==> src/rtl/alu_pkg.sv <==
// Shared ALU op codes and the multi-cycle sequencer state encoding.
package alu_pkg;

  localparam logic [4:0] FS_MUL = 5'h1E;
  localparam logic [4:0] FS_DIV = 5'h1F;

  typedef enum logic [1:0] {
    ST_IDLE = 2'd0,
    ST_RUN  = 2'd1,
    ST_DONE = 2'd2
  } state_t;

  // Counter width for the longer latency, never narrower than one bit.
  function automatic int cnt_width(input int a, input int b);
    int m;
    int w;
    m = (a > b) ? a : b;
    w = $clog2(m);
    return (w < 1) ? 1 : w;
  endfunction

endpackage

==> src/rtl/muldiv_seq_ctrl.sv <==
// Holds MUL/DIV operands on the ALU for a fixed multicycle window, then captures HI/LO and flags.
// Latency: MUL_LAT (or DIV_LAT) edges from accepted start to capture, done the cycle after.
// Backpressure: busy stalls upstream; start/wr_hi/wr_lo are dropped whenever busy is high.
module muldiv_seq_ctrl
  import alu_pkg::*;
#(
  parameter int MUL_LAT = 4,
  parameter int DIV_LAT = 8
) (
  input  logic        clk,
  input  logic        reset,
  input  logic        start,
  input  logic [4:0]  fs,
  input  logic [31:0] s_in,
  input  logic [31:0] t_in,
  input  logic        wr_hi,
  input  logic        wr_lo,
  input  logic [31:0] wr_data,
  output logic [31:0] alu_S,
  output logic [31:0] alu_T,
  output logic [4:0]  alu_FS,
  input  logic [31:0] alu_y_hi,
  input  logic [31:0] alu_y_lo,
  input  logic        alu_n,
  input  logic        alu_z,
  output logic        busy,
  output logic        done,
  output logic [31:0] hi,
  output logic [31:0] lo,
  output logic        n_flag,
  output logic        z_flag,
  output logic        dz
);

  localparam int            CW       = cnt_width(MUL_LAT, DIV_LAT);
  localparam logic [CW-1:0] MUL_LOAD = CW'(MUL_LAT - 1);
  localparam logic [CW-1:0] DIV_LOAD = CW'(DIV_LAT - 1);

  state_t        state;
  state_t        state_nxt;
  logic [CW-1:0] cnt;
  logic          accept;
  logic          div_zero;
  logic          capture;

  assign accept   = (state == ST_IDLE) && start && ((fs == FS_MUL) || (fs == FS_DIV));
  // Zero divisor is checked on the registered operand, so it spends one RUN cycle.
  assign div_zero = (alu_FS == FS_DIV) && (alu_T == 32'd0);
  assign capture  = (state == ST_RUN) && !div_zero && (cnt == '0);

  always_ff @(posedge clk or negedge reset) begin
    if (!reset) begin
      state <= ST_IDLE;
    end else begin
      state <= state_nxt;
    end
  end

  always_comb begin
    state_nxt = state;
    case (state)
      ST_IDLE: if (accept) state_nxt = ST_RUN;
      ST_RUN:  if (div_zero || (cnt == '0)) state_nxt = ST_DONE;
      ST_DONE: state_nxt = ST_IDLE;
      default: state_nxt = ST_IDLE;
    endcase
  end

  always_comb begin
    busy = (state != ST_IDLE);
    done = (state == ST_DONE);
  end

  always_ff @(posedge clk or negedge reset) begin
    if (!reset) begin
      alu_S  <= 32'd0;
      alu_T  <= 32'd0;
      alu_FS <= 5'h00;
    end else if (accept) begin
      alu_S  <= s_in;
      alu_T  <= t_in;
      alu_FS <= fs;
    end
  end

  always_ff @(posedge clk or negedge reset) begin
    if (!reset) begin
      cnt <= '0;
    end else if (accept) begin
      cnt <= (fs == FS_DIV) ? DIV_LOAD : MUL_LOAD;
    end else if ((state == ST_RUN) && (cnt != '0)) begin
      cnt <= cnt - 1'b1;
    end else if (state != ST_RUN) begin
      cnt <= '0;
    end
  end

  // MTHI/MTLO land in IDLE; a start in the same cycle later overwrites them at capture.
  always_ff @(posedge clk or negedge reset) begin
    if (!reset) begin
      hi <= 32'd0;
      lo <= 32'd0;
    end else if (capture) begin
      hi <= alu_y_hi;
      lo <= alu_y_lo;
    end else if (state == ST_IDLE) begin
      if (wr_hi) hi <= wr_data;
      if (wr_lo) lo <= wr_data;
    end
  end

  always_ff @(posedge clk or negedge reset) begin
    if (!reset) begin
      n_flag <= 1'b0;
      z_flag <= 1'b0;
      dz     <= 1'b0;
    end else begin
      if (capture) begin
        n_flag <= alu_n;
        z_flag <= alu_z;
      end
      if (accept) begin
        dz <= 1'b0;
      end else if ((state == ST_RUN) && div_zero) begin
        dz <= 1'b1;
      end
    end
  end

endmodule

==> config.mk <==
export PLATFORM = sky130hd
export DESIGN_NAME = muldiv_seq_ctrl
export DESIGN_NICKNAME = d
export VERILOG_FILES = /design/src/rtl/alu_pkg.sv /design/src/rtl/muldiv_seq_ctrl.sv
export SDC_FILE = /design/constraint.sdc
export NUM_CORES = 1
export LEC_CHECK = 0
export CORE_MARGIN = 5
export CORE_UTILIZATION = 41
export DETAILED_ROUTE_END_ITERATION = 16
export PLACE_DENSITY = 0.82
export SYNTH_ARGS = -nofsm -noshare
export SYNTH_HDL_FRONTEND = slang
export SYNTH_SLANG_ARGS = --single-unit
export TNS_END_PERCENT = 5
==> constraint.sdc <==
create_clock -name clk -period 2.5 [get_ports clk]
set_input_delay 0.25 -clock clk [delete_from_list [all_inputs] [get_ports clk]]
set_output_delay 0.25 -clock clk [all_outputs]
set_load 0.02 [all_outputs]
==> impl_results.md, run 1 <==
- Status: finished clean
- Rel. slew slack: 58.5%
- Fmax: 0.463 GHz
- Total gr overflow: 0
- Power Density: about 780 nW/µm²
- Largest cells by area after synthesis: dfrtp_1 57%, mux2_2 29%, mux2_1 6.5%, buf_2 1.1%, nor4_1 0.90%
- Drt via density: ~5.0
- Setup TNS: 0 ns
- Syn-to-layout area delta: 63.1%
- Input/output buffers: just over 300
- Residual DRC: 0
- Htree depth: 4
- Leak: 4.16 nW
- Max capacitance violation total: 0
- Crit-path max FO: between 60 and 70
- Area of the core: between 15,000 and 20,000 µm²
- Synthesized Nets: slightly below 600
- ANT cells: 0
- Post-CTS Setup Bufs: 0
- Worst setup SP type: flip-flop
- Hold Crit Class: input pin to async pin
- Vias in the first global route: 5,313
- Synth Register Bits: ~140
- Sequential-to-total area share from yosys stat: between 50% and 60%
- Layout cell share with drive strength beyond 1: about 28%
- Chip width: 133 µm
- CTS buffer count: 17
- Starting Density: between 40% and 50%
- Unique masters post-synth: 33
- Max Root-Sink Buffers: 2
- Total power: around 0.0080 W
- Overall routed net length: 18.4 mm
- Syn Area/Cell: around 15 µm²
- Final design instance area without fill: 10,200 µm²
- Largest area contributor in the netlist: dfrtp_1
- Root Driver: clkbuf_16
- Final hold vios: 0
- Die Y: between 100 and 150 µm
- Critical Path Sink Type: flip-flop
- Routability Congestion: roughly 0.83
- First-pass GRT wire length: approximately 29 mm
- Via Count: 4,650
- Clock Latency Late Sink: 0.41 ns
- Max-slew violations: 0
- Reg clk slew, reported paths: around 0.060 ns
- Worst Path Arrival: 2.45 ns
- Tightest Pin Transition: 0.622 ns
- Initial antenna violation count: 0
- Largest net degree at the start of global routing: 67
- Yosys warnings: 0
- Syn Std Cell Area: between 6000 and 7000 µm²
- Final Critical Period: about 2.2 ns
- Site row count: 45
- Tot GR Track Use: approximately 21%
- Crit Path Category: flip-flop to flip-flop
- Peak supply drop: approximately 530 µV
- Pre-antenna DRT Iters: 4
- CTS tree: done
- RSZ-0062 raised after global routing: false
- Required @ worst endpoint: between 2 and 3 ns
- # setup viols final: 0
- Clock Sinks: about 140
- Fin Hold WS: 0.406 ns
- IO Pins: 310
- Nets: between 900 and 1,000
- Antenna Nets Post-Route: 0
- Clock Skew: ~0.008 ns
- HPWL after detailed placement: roughly 14 mm
- Mapped Cells: 416
- Filler cells: approximately 1,000
- Die Area: about 18,000 µm²
- Fin crit share: around 86%
- Drt wl/cell: around 20 µm
- Placed cell areas: about 9600 µm²
- Synth top area share: a little under three fifths
- Drt initial violations: ~110
-- worst max-delay path: stages (launching register included) --
cell     delay, ns
dfrtp_1       0.42
nor4_1        0.34
nand4_1       0.21
o31ai_4       0.25
buf_12        0.35
mux2_2        0.39
-- metrics by stage --
step	utilization, %	setup slack, ns	cells
finish	67.6	0.341	932
global route	67.6	0.242	932
CTS	67.6	0.334	932
detailed placement	63.6	0.350	899
global placement	63.6	0.355	899
floorplan	-	0.510	416
-- worst paths after layout --
kind / start / endpoint / slack [ns] / cells after the start
worst max register to register: alu_T[24]$_DFFE_PN0P_ / hi[13]$_DFFE_PN0P_ / 0.34 / 5
worst min-delay path: reset / alu_T[22]$_DFFE_PN0P_ / 0.41 / 2
min in group clk: alu_y_hi[27] / hi[27]$_DFFE_PN0P_ / 0.43 / 2
worst max-delay path: alu_T[24]$_DFFE_PN0P_ / hi[13]$_DFFE_PN0P_ / 0.34 / 5
max in group asynchronous: reset / lo[17]$_DFFE_PN0P_ / 1.34 / 3
worst min register to register: n_flag$_DFFE_PN0P_ / n_flag$_DFFE_PN0P_ / 0.51 / 1
-- placed cells by master (no fill, tap or decap), types with 2 or more instances in the layout --
cell type,instances
a21oi_1,2
and2_1,2
buf_12,4
buf_4,4
bufinv_16,2
clkbuf_16,17
clkdlybuf4s50_1,308
clkinv_4,2
clkinvlp_4,4
dfrtp_1,141
ha_1,2
inv_1,4
inv_6,4
mux2_1,36
mux2_2,159
nand2b_1,2
nand3_1,2
nand4_1,4
nor2_1,6
nor2b_1,2
nor3_1,2
nor4_1,9
nor4b_1,2
nor4bb_1,2
o22ai_1,2
or2_2,4
-- routing by layer --
metal	wire, µm	vias up	GRT usage [%]
li1	-	2131	-
met5	0	-	0
met2	9340	209	36.8
met4	456	0	7.14
met3	1680	29	8.35
met1	6930	2281	22.6
-- sequential cells by signal (all words and copies together) (netlist names) --
| register | flops |
|---|---|
| alu_FS | 5 |
| alu_S | 32 |
| alu_T | 32 |
| cnt | 3 |
| dz | 1 |
| hi | 32 |
| lo | 32 |
| n_flag | 1 |
| state | 2 |
| z_flag | 1 |
-- final cells by class --
class	instances	area, µm²	area share [%]
clock buffer	18	439	4.32
clock inverter	14	159	1.56
inverter	4	15.0	0.148
multi-input combinational	249	2580	25.3
sequential	141	3530	34.7
tap	188	235	2.31
timing repair buffer	318	3210	31.6
-- synthesized netlist by cell type (all sizes together) --
cell type / count
mux2: 195
dfrtp: 141
buf: 20
nor4: 9
nor2: 7
inv: 4
nand4: 4
or2: 4
nor4b: 3
a21oi: 2
and2: 2
clkbuf: 2
ha: 2
nand2b: 2
nand3: 2
nor2b: 2
nor3: 2
nor4bb: 2
o22ai: 2
a21o: 1
and4b: 1
mux2i: 1
nand2: 1
o21bai: 1
o2bb2ai: 1
o31ai: 1
or3: 1
xnor2: 1
-- power by group --
group	total [W]	switching [W]	leakage, nW	internal, W
registers	0.00301	0.000309	1.69	0.00270
logic	0.00244	0.00106	2.19	0.00138
clock network	0.00252	0.00101	0.282	0.00151
total	0.00797	0.00237	4.16	0.00560
-- what timing repair did --
item	4_1_cts	5_1_grt
hold buffers	1	0
gates resized for setup	0	0
endpoints found under the hold margin	64	0
-- logic make-up (layout without fill, tap and decap cells) --
group                    count (synthesis)  in the layout  synth area share (%)
AO/OA/AOI/OAI                            8              8                 0.943
flip-flops                             141            141                  56.6
buffers and inverters                   26            354                  2.33
multiplexers                           196            196                  35.4
AND/OR/NAND/NOR                         42             42                  4.21
adder cells (fa/ha/maj)                  2              2                 0.401
XOR/XNOR                                 1              1                 0.141
(Power assumes the default switching activity.)
==> inputs of run 2 (changes only) <==
==> constraint.sdc (replaced) <==
create_clock -name clk -period 2.5 [get_ports clk]
set_input_delay 0.375 -clock clk [delete_from_list [all_inputs] [get_ports clk]]
set_output_delay 0.375 -clock clk [all_outputs]
set_load 0.02 [all_outputs]
==> impl_results.md, run 2 (synthesis results as in run 1) <==
- Drt initial violations: 168 (+50%)
- Syn-to-layout area delta: 62.4%
- Critical path's slowest cell: dfrtp_1
- Crit Path Category: flip-flop to flip-flop
- Die Area: 17,800 µm² (unchanged)
- Most common cell after layout, fill and taps aside: clkdlybuf4s50_1
- Fin crit share: 85.6% (-0.74 points)
- Root Driver: clkbuf_16
- Final hold vios: 0 (unchanged)
- Input/output buffers: 309 (unchanged)
- Peak supply drop: 578 µV (+9.1%)
- Initial antenna violation count: 0 (unchanged)
- Status: finished clean
- Setup TNS: 0 ns (unchanged)
- Tot GR Track Use: 20.7% (-0.12 points)
- Crit-path max FO: 66 (unchanged)
- Area of the core: 15,000 µm² (unchanged)
- Slowest cell delay on critical path: 0.40 ns (-0.02 ns)
- Hold_buf cts: 0 (-1)
- Fin Hold WS: 0.00289 ns (-0.403 ns)
- Die Y: 133 µm (unchanged)
- Pre-antenna DRT Iters: 4 (unchanged)
- Clock Skew: 0.00905 ns (+0.000963 ns)
- IO Pins: 310 (unchanged)
- Hold Crit Class: input pin to async pin
- Leak: 4.15 nW (-0.21%)
- Max capacitance violation total: 0 (unchanged)
- Clock Latency Late Sink: 0.41 ns (about the same)
- Worst setup SP type: flip-flop
- Worst Path Arrival: 2.43 ns (-0.02 ns)
- RSZ-0062 raised after global routing: false
- Htree depth: 4 (unchanged)
- Drt wl/cell: 19.7 µm (about the same)
- Required @ worst endpoint: 2.79 ns (about the same)
- Max-slew violations: 0 (unchanged)
- Max Root-Sink Buffers: 2 (unchanged)
- Via Count: 4,679 (+0.62%)
- Overall routed net length: 18.5 mm (+0.23%)
- Power Density: 766 nW/µm² (-2.3%)
- Vias in the first global route: 5,270 (-0.81%)
- CTS tree: done
- Chip width: 133 µm (unchanged)
- ANT cells: 0 (unchanged)
- Post-CTS Setup Bufs: 0 (unchanged)
- Layout cell share with drive strength beyond 1: 27.7% (-0.11 points)
- Starting Density: 41.5% (unchanged)
- Tightest Pin Transition: 0.739 ns (+0.117 ns)
- CP cell instances: nor4_1 -> nand4_1 -> o31ai_4 -> buf_12 -> mux2_2
- Clock Sinks: 141 (unchanged)
- Rel. slew slack: 50.7% (-7.8 points)
- # setup viols final: 0 (unchanged)
- Nets: 909 (+0.44%)
- Routability Congestion: 0.838 (+1.3%)
- Drt via density: 5.00 (+0.30%)
- Site row count: 45 (unchanged)
- Antenna Nets Post-Route: 0 (unchanged)
- Most frequent cells in the layout: 308 x clkdlybuf4s50_1, 159 x mux2_2, 141 x dfrtp_1
- HPWL after detailed placement: 14.0 mm (+0.88%)
- First-pass GRT wire length: 28.7 mm (-0.97%)
- Critical Path Sink Type: flip-flop
- Fmax: 0.467 GHz (+0.87%)
- Residual DRC: 0 (unchanged)
- Total gr overflow: 0 (unchanged)
- Final Critical Period: 2.14 ns (-0.0185 ns)
- CTS buffer count: 17 (unchanged)
- Total power: 0.00776 W (-2.7%)
- Post-cts sizing count: 0 (unchanged)
- Reg clk slew, reported paths: 0.06 ns (about the same)
- Largest net degree at the start of global routing: 80 (+19%)
run 2: critical path, delay by kind of cell, from the launching register on:
family / cells / cell delay, ns
muxes: 1 / 0.39
and+or+nand+nor: 2 / 0.51
AOI/OAI and AO/OA: 1 / 0.31
buffers and inverters: 1 / 0.34
DFF: 1 / 0.40
run 2: metrics by stage:
| stage | cells | util [%] | worst slack, ns | area, µm² |
|---|---|---|---|---|
| after floorplan | 416 | - | 0.510 | 6230 |
| after global placement | 904 | 63.8 | 0.404 | 9590 |
| after detailed placement | 904 | 63.8 | 0.364 | 9590 |
| after CTS | 935 | 67.4 | 0.348 | 10100 |
| after global routing | 935 | 67.4 | 0.241 | 10100 |
| final | 935 | 67.4 | 0.360 | 10100 |
run 2: power by group:
part           internal (W)  switching [W]
logic               0.00138        0.00106
clock network       0.00139       0.000907
registers           0.00270       0.000311
total               0.00548        0.00228
run 2: layout make-up:
| cell class | instances | area, µm² |
|---|---|---|
| clock buffers | 26 | 509 |
| clock inverters | 5 | 32.5 |
| fillers | 1046 | 4910 |
| inverters | 4 | 15.0 |
| multi-input cells | 249 | 2580 |
| flip-flops and latches | 141 | 3530 |
| well taps | 188 | 235 |
| repair buffers | 322 | 3230 |
run 2: layer usage:
metal	GRT usage (%)	vias up	wire (µm)
met2	35.8	218	9320
met4	7.26	0	429
met3	9.03	28	1860
met1	22.7	2279	6840
li1	-	2154	-
met5	0	-	0
run 2: final timing paths:
kind	to	depth (start not counted)	from	slack, ns
max	hi[11]$_DFFE_PN0P_	5	alu_T[1]$_DFFE_PN0P_	0.36
min	alu_T[10]$_DFFE_PN0P_	1	reset	0.003
max reg2reg	hi[11]$_DFFE_PN0P_	5	alu_T[1]$_DFFE_PN0P_	0.36
min reg2reg	n_flag$_DFFE_PN0P_	1	n_flag$_DFFE_PN0P_	0.49
max in group asynchronous	lo[18]$_DFFE_PN0P_	2	reset	1.73
min in group clk	n_flag$_DFFE_PN0P_	1	n_flag$_DFFE_PN0P_	0.49
